`config.mk`:
```
export PLATFORM = sky130hd
export DESIGN_NAME = sonar_echo_responder
export DESIGN_NICKNAME = d
export VERILOG_FILES = /design/src/rtl/sonar_echo_responder.sv
export SDC_FILE = /design/constraint.sdc
export NUM_CORES = 1
export LEC_CHECK = 0
export CORE_AREA = 2 2 83 85
export DETAILED_ROUTE_END_ITERATION = 8
export DIE_AREA = 0 0 85 87
export GPL_TIMING_DRIVEN = 0
export HOLD_SLACK_MARGIN = 0.15
export PLACE_DENSITY_LB_ADDON = 0.25
export RECOVER_POWER = 50
export SETUP_SLACK_MARGIN = 0.3
export SKIP_CTS_REPAIR_TIMING = 1
export SKIP_LAST_GASP = 1
export SLEW_MARGIN = 25
export SYNTH_ARGS = -nofsm -noshare
export SYNTH_HDL_FRONTEND = slang
export SYNTH_SLANG_ARGS = --single-unit
```
`constraint.sdc`:
```
create_clock -name clk -period 3.98 [get_ports clk]
set_input_delay 0.796 -clock clk [delete_from_list [all_inputs] [get_ports clk]]
set_output_delay 0.796 -clock clk [all_outputs]
set_load 0.01 [all_outputs]
```
`src/rtl/sonar_echo_responder.sv`:
```
// HC-SR04 echo emulator: qualifies a trig pulse, waits out the burst, drives echo for the programmed width, then holds off.
// Optional macro SONAR_JITTER_EN adds 0-7 us of LFSR-driven jitter to the echo width.
module sonar_echo_responder #(
  parameter int CLK_PER_US  = 40,
  parameter int MIN_TRIG_US = 10,
  parameter int BURST_US    = 200,
  parameter int TIMEOUT_US  = 38000,
  parameter int HOLDOFF_US  = 50
) (
  input  logic        clk,
  input  logic        reset,
  input  logic        trig,
  input  logic [11:0] distance_us,
  output logic        echo,
  output logic        busy,
  output logic        short_trig,
  output logic        done
);

  localparam int PW = (CLK_PER_US > 1) ? $clog2(CLK_PER_US) : 1;
  localparam logic [PW-1:0] PRESC_MAX    = PW'(CLK_PER_US - 1);
  localparam logic [15:0]   MIN_TRIG_CYC = 16'(MIN_TRIG_US * CLK_PER_US);
  localparam logic [15:0]   BURST_LAST   = 16'(BURST_US - 1);
  localparam logic [15:0]   HOLD_LAST    = 16'(HOLDOFF_US - 1);

  typedef enum logic [2:0] {S_IDLE, S_TRIG, S_BURST, S_ECHO, S_HOLDOFF} state_t;

  state_t          r_state;
  logic            r_trig_meta;
  logic            r_trig_sync;
  logic            r_armed;
  logic [15:0]     r_cnt;
  logic [PW-1:0]   r_presc;
  logic [15:0]     r_us;
  logic [15:0]     r_width;
  logic            r_echo;
  logic            r_busy;
  logic            r_short;
  logic            r_done;

  logic            w_trig;
  logic            w_tick;
  logic            w_accept;
  logic [2:0]      w_jit;
  logic [15:0]     w_width_last;

  // Zero distance means "no object"; the sum saturates rather than wraps.
  function automatic logic [15:0] f_width(input logic [11:0] d, input logic [2:0] j);
    logic [15:0] base;
    logic [16:0] sum;
    base = (d == 12'd0) ? 16'(TIMEOUT_US) : {4'd0, d};
    sum  = {1'b0, base} + {14'd0, j};
    return sum[16] ? 16'hFFFF : sum[15:0];
  endfunction

  assign w_trig       = r_trig_sync;
  assign w_tick       = (r_presc == PRESC_MAX);
  assign w_accept     = (r_state == S_TRIG) && !w_trig && (r_cnt >= MIN_TRIG_CYC);
  assign w_width_last = r_width - 16'd1;

`ifdef SONAR_JITTER_EN
  logic [15:0] r_lfsr;

  always_ff @(posedge clk or posedge reset) begin
    if (reset) begin
      r_lfsr <= 16'hACE1;
    end else if (w_accept) begin
      r_lfsr <= {r_lfsr[14:0], r_lfsr[15] ^ r_lfsr[13] ^ r_lfsr[12] ^ r_lfsr[10]};
    end
  end

  assign w_jit = r_lfsr[2:0];
`else
  assign w_jit = 3'd0;
`endif

  always_ff @(posedge clk or posedge reset) begin
    if (reset) begin
      r_state     <= S_IDLE;
      r_trig_meta <= 1'b0;
      r_trig_sync <= 1'b0;
      r_armed     <= 1'b0;
      r_cnt       <= 16'd0;
      r_presc     <= '0;
      r_us        <= 16'd0;
      r_width     <= 16'd0;
      r_echo      <= 1'b0;
      r_busy      <= 1'b0;
      r_short     <= 1'b0;
      r_done      <= 1'b0;
    end else begin
      r_trig_meta <= trig;
      r_trig_sync <= r_trig_meta;
      r_short     <= 1'b0;
      r_done      <= 1'b0;
      r_presc     <= w_tick ? '0 : r_presc + 1'b1;
      r_us        <= w_tick ? r_us + 16'd1 : r_us;

      case (r_state)
        S_IDLE: begin
          r_presc <= '0;
          r_us    <= 16'd0;
          // A trig still high from the previous cycle must drop before it can re-arm.
          if (!w_trig) begin
            r_armed <= 1'b1;
          end else if (r_armed) begin
            r_state <= S_TRIG;
            r_busy  <= 1'b1;
            r_cnt   <= 16'd1;
          end
        end
        S_TRIG: begin
          if (w_trig) begin
            r_cnt <= (r_cnt == 16'hFFFF) ? r_cnt : r_cnt + 16'd1;
          end else if (w_accept) begin
            r_state <= S_BURST;
            r_width <= f_width(distance_us, w_jit);
            r_presc <= '0;
            r_us    <= 16'd0;
          end else begin
            r_state <= S_IDLE;
            r_busy  <= 1'b0;
            r_short <= 1'b1;
          end
        end
        S_BURST: begin
          if (w_tick && (r_us == BURST_LAST)) begin
            r_state <= S_ECHO;
            r_echo  <= 1'b1;
            r_presc <= '0;
            r_us    <= 16'd0;
          end
        end
        S_ECHO: begin
          if (w_tick && (r_us == w_width_last)) begin
            r_state <= S_HOLDOFF;
            r_echo  <= 1'b0;
            r_done  <= 1'b1;
            r_presc <= '0;
            r_us    <= 16'd0;
          end
        end
        S_HOLDOFF: begin
          if (w_tick && (r_us == HOLD_LAST)) begin
            r_state <= S_IDLE;
            r_busy  <= 1'b0;
            r_armed <= 1'b0;
            r_presc <= '0;
            r_us    <= 16'd0;
          end
        end
        default: begin
          r_state <= S_IDLE;
          r_busy  <= 1'b0;
          r_echo  <= 1'b0;
        end
      endcase
    end
  end

  assign echo       = r_echo;
  assign busy       = r_busy;
  assign short_trig = r_short;
  assign done       = r_done;

endmodule

```
==> summary.md <==
| Metric | Value |
|---|---|
| Grt total ovfl | `0` |
| DR vias/cell | `6.158` |
| RSZ-0062 raised after global routing | `no` |
| Netlist Area Pre-Place | `~0.0038 mm^2` |
| Synth unique cells | `59` |
| Worst hold path startpoint | `r_trig_meta$_DFF_PP0_` |
| DPL Wire Length | `6679 um` |
| Cells after synthesis | `between 400 and 500` |
| Seq/Total Area, Yosys | `~40%` |
| Number of synthesis warnings | `0` |
| DR iter-0 viols | `approximately 190` |
| DIE HEIGHT | `around 87 um` |
| Net count after synthesis | `roughly 470` |
| Ys flop type | `dfrtp_1` |
| Setup crit end kind | `flip-flop` |
| Drt drc | `0` |
| Site Rows | `30` |
| Hold WS | `~0.35 ns` |
| Clock Root Buffer | `clkbuf_8` |
| Nets | `501` |
| Data required time at the worst endpoint | `between 4 and 5 ns` |
| Max-cap violations | `0` |
| Num CTS Buffers | `9` |
| Clk buf depth | `2` |
| Highest clock rate | `around 340 MHz` |
| Io pins | `19` |
| Maximum vdd drop | `around 0.00024 V` |
| Tcrit/Tclk final | `between 70 and 80%` |
| N_diodes | `0` |
| Initial antenna violation count | `0` |
| Number of synthesized register bits | `between 60 and 70` |
| Final setup viols | `0` |
| Die area | `~0.0074 mm^2` |
| Via count | `about 3500` |
| Status | `finished, final reports clean` |
| Clock Sinks | `61` |
| First-pass GRT wire length | `between 15000 and 20000 um` |
| Post-synth ARST share | `100.0%` |
| Power per standard cell area | `~330 mW/mm^2` |
| Final hold violation count | `0` |
| CORE AREA | `approximately 0.0066 mm^2` |
| Crit start category | `flip-flop` |
| DRT Pass-1 Iters | `5` |
| Share of layout cells above drive strength 1 | `approximately 8.7%` |
| Post-synth EDFFs | `0` |
| Most area-consuming cells after synthesis | `dfrtp_1, nand2_1, xnor2_1, nor2_1, nand3_1` |
| Drt total wl | `~9700 um` |
| Starting Density | `roughly three fifths` |
| R2R Setup Slk | `approximately 1 ns` |
| Area Growth Syn to Fin | `13.76%` |
| Crit Path Category | `reg2reg` |
| Tot GR Track Use | `27.52%` |
| R2r worst-path depth | `9` |
| WP data arrival | `about 3.2 ns` |
| Least-Margin Pin Slew | `roughly 1.3 ns` |
| CTS tree | `built` |
| Final slew viol count | `0` |
| Die width | `between 80 and 90 um` |
| Hold Path Depth | `0` |
| Worst-path maximum fanout | `10` |
| Largest net degree at the start of global routing | `52` |
| H-tree levels | `3` |
| Commonest cells after routing, fill and taps aside | `nand2_1, dfrtp_1, nor2_1` |
| Minimum clock period | `approximately 3 ns` |
| CTS clk-pin slew, worst paths | `about 0.080 ns` |
| Synth area leader | `dfrtp_1` |
| IO buf count | `18` |
| Hold Path Class | `reg2reg` |
| Hold Path End | `r_trig_sync$_DFF_PP0_` |
| Post-route ant nets | `0` |
| Top-area cell type share of the netlist area | `approximately 40%` |
| Clock Latency Late Sink | `around 0.35 ns` |
| Leakage power | `0.001860 uW` |
| Critical R2R Capture | `r_us[14]$_DFF_PP0_` |
| Worst reg2reg startpoint | `r_width[0]$_DFFE_PP0P_` |
| Rel. slew slack | `13.46%` |
| Syn Area/Cell | `between 8 and 9 um^2` |
| Clk_skew | `0.01254 ns` |
| Vias in the first global route | `3370` |
| Final GP Congestion | `0.9112` |
| Setup TNS | `0 ns` |
| Avg WL per Cell | `between 15 and 20 um` |
final cells by class:
cell class / instances / area, um^2
Timing Repair Buffer: 19 / 185.2
Clock buffer: 11 / 151.4
Tap cell: 80 / 100.1
Inverter: 18 / 68.82
Sequential cell: 61 / 1526
Multi-Input combinational cell: 347 / 2120
Clock inverter: 5 / 81.33
Buffer: 24 / 111.4
Fill cell: 545 / 2225
worst max-delay path: stages (launching register included):
cell and delay [ns]:
dfrtp_1 0.48, inv_1 0.11, ha_1 0.25, clkbuf_1 0.38, and4_2 0.33, a21boi_0 0.25
o22ai_1 0.19, nor4_4 0.58, buf_6 0.22, nor2_1 0.05
worst max path at each step:
stage	startpoint	to	slack, ns	cells past startpoint
floorplan	r_width[0]$_DFFE_PP0P_	r_us[9]$_DFF_PP0_	1.57	9
global placement	reset	r_cnt[7]$_DFFE_PP0P_	0.54	2
detailed placement	r_width[0]$_DFFE_PP0P_	r_us[2]$_DFF_PP0_	1.07	9
CTS	r_width[0]$_DFFE_PP0P_	r_us[14]$_DFF_PP0_	1.02	9
global route	r_width[0]$_DFFE_PP0P_	r_us[14]$_DFF_PP0_	0.76	9
finish	r_width[0]$_DFFE_PP0P_	r_us[14]$_DFF_PP0_	1.01	9
stage by stage:
stage,cell area (um^2),util [%],power [uW],setup slack [ns],instances
floorplan,3819,-,736.4,1.571,450
global placement,4099,62.40,773.2,0.5386,548
detailed placement,4135,62.95,783.3,1.070,549
CTS,4368,66.50,1435,1.025,565
global route,4344,66.13,1476,0.7646,565
finish,4344,66.13,1426,1.005,565
routing by layer:
layer / routed length (um) / global-route usage [%] / up-vias
met5: 0 / 0 / -
met4: 208 / 10.97 / 0
met3: 510 / 5.877 / 15
met2: 4609 / 44.18 / 96
met1: 4321 / 36.52 / 1711
li1: - / - / 1657
cell families (layout without fill, tap and decap cells):
group,after synthesis,after routing,share of synthesized area [%]
DFF,61,61,39.97
adders and majority gates,6,6,1.966
and+or+nand+nor,230,230,30.93
AOI/OAI and AO/OA,73,73,13.63
xor gates and xnor gates,35,35,8.028
buffers and inverters,42,77,4.685
muxes,3,3,0.7864
Yosys cell counts (all sizes together) (10+ instances only):
| cell | n |
|---|---|
| dfrtp | 61 |
| nand2 | 61 |
| nor2 | 46 |
| nand3 | 26 |
| xnor2 | 21 |
| nor3 | 20 |
| clkbuf | 19 |
| inv | 18 |
| o21ai | 16 |
| nor4 | 15 |
| xor2 | 14 |
| nand4 | 10 |
where the power goes:
group,switching (uW),leakage (uW),total [uW],internal [uW]
Sequential,22.8,0.000762,664,642
Combinational,60.4,0.000982,104,43.7
Clock,270,0.000116,658,388
Total,353,0.00186,1430,1070
state kept, by name, indices dropped and copies added (netlist names), 3 cells and up:
register	cells
r_width	13
r_cnt	16
r_state	3
r_presc	6
r_us	16
Note: power is estimated with default switching activity, not from simulation.
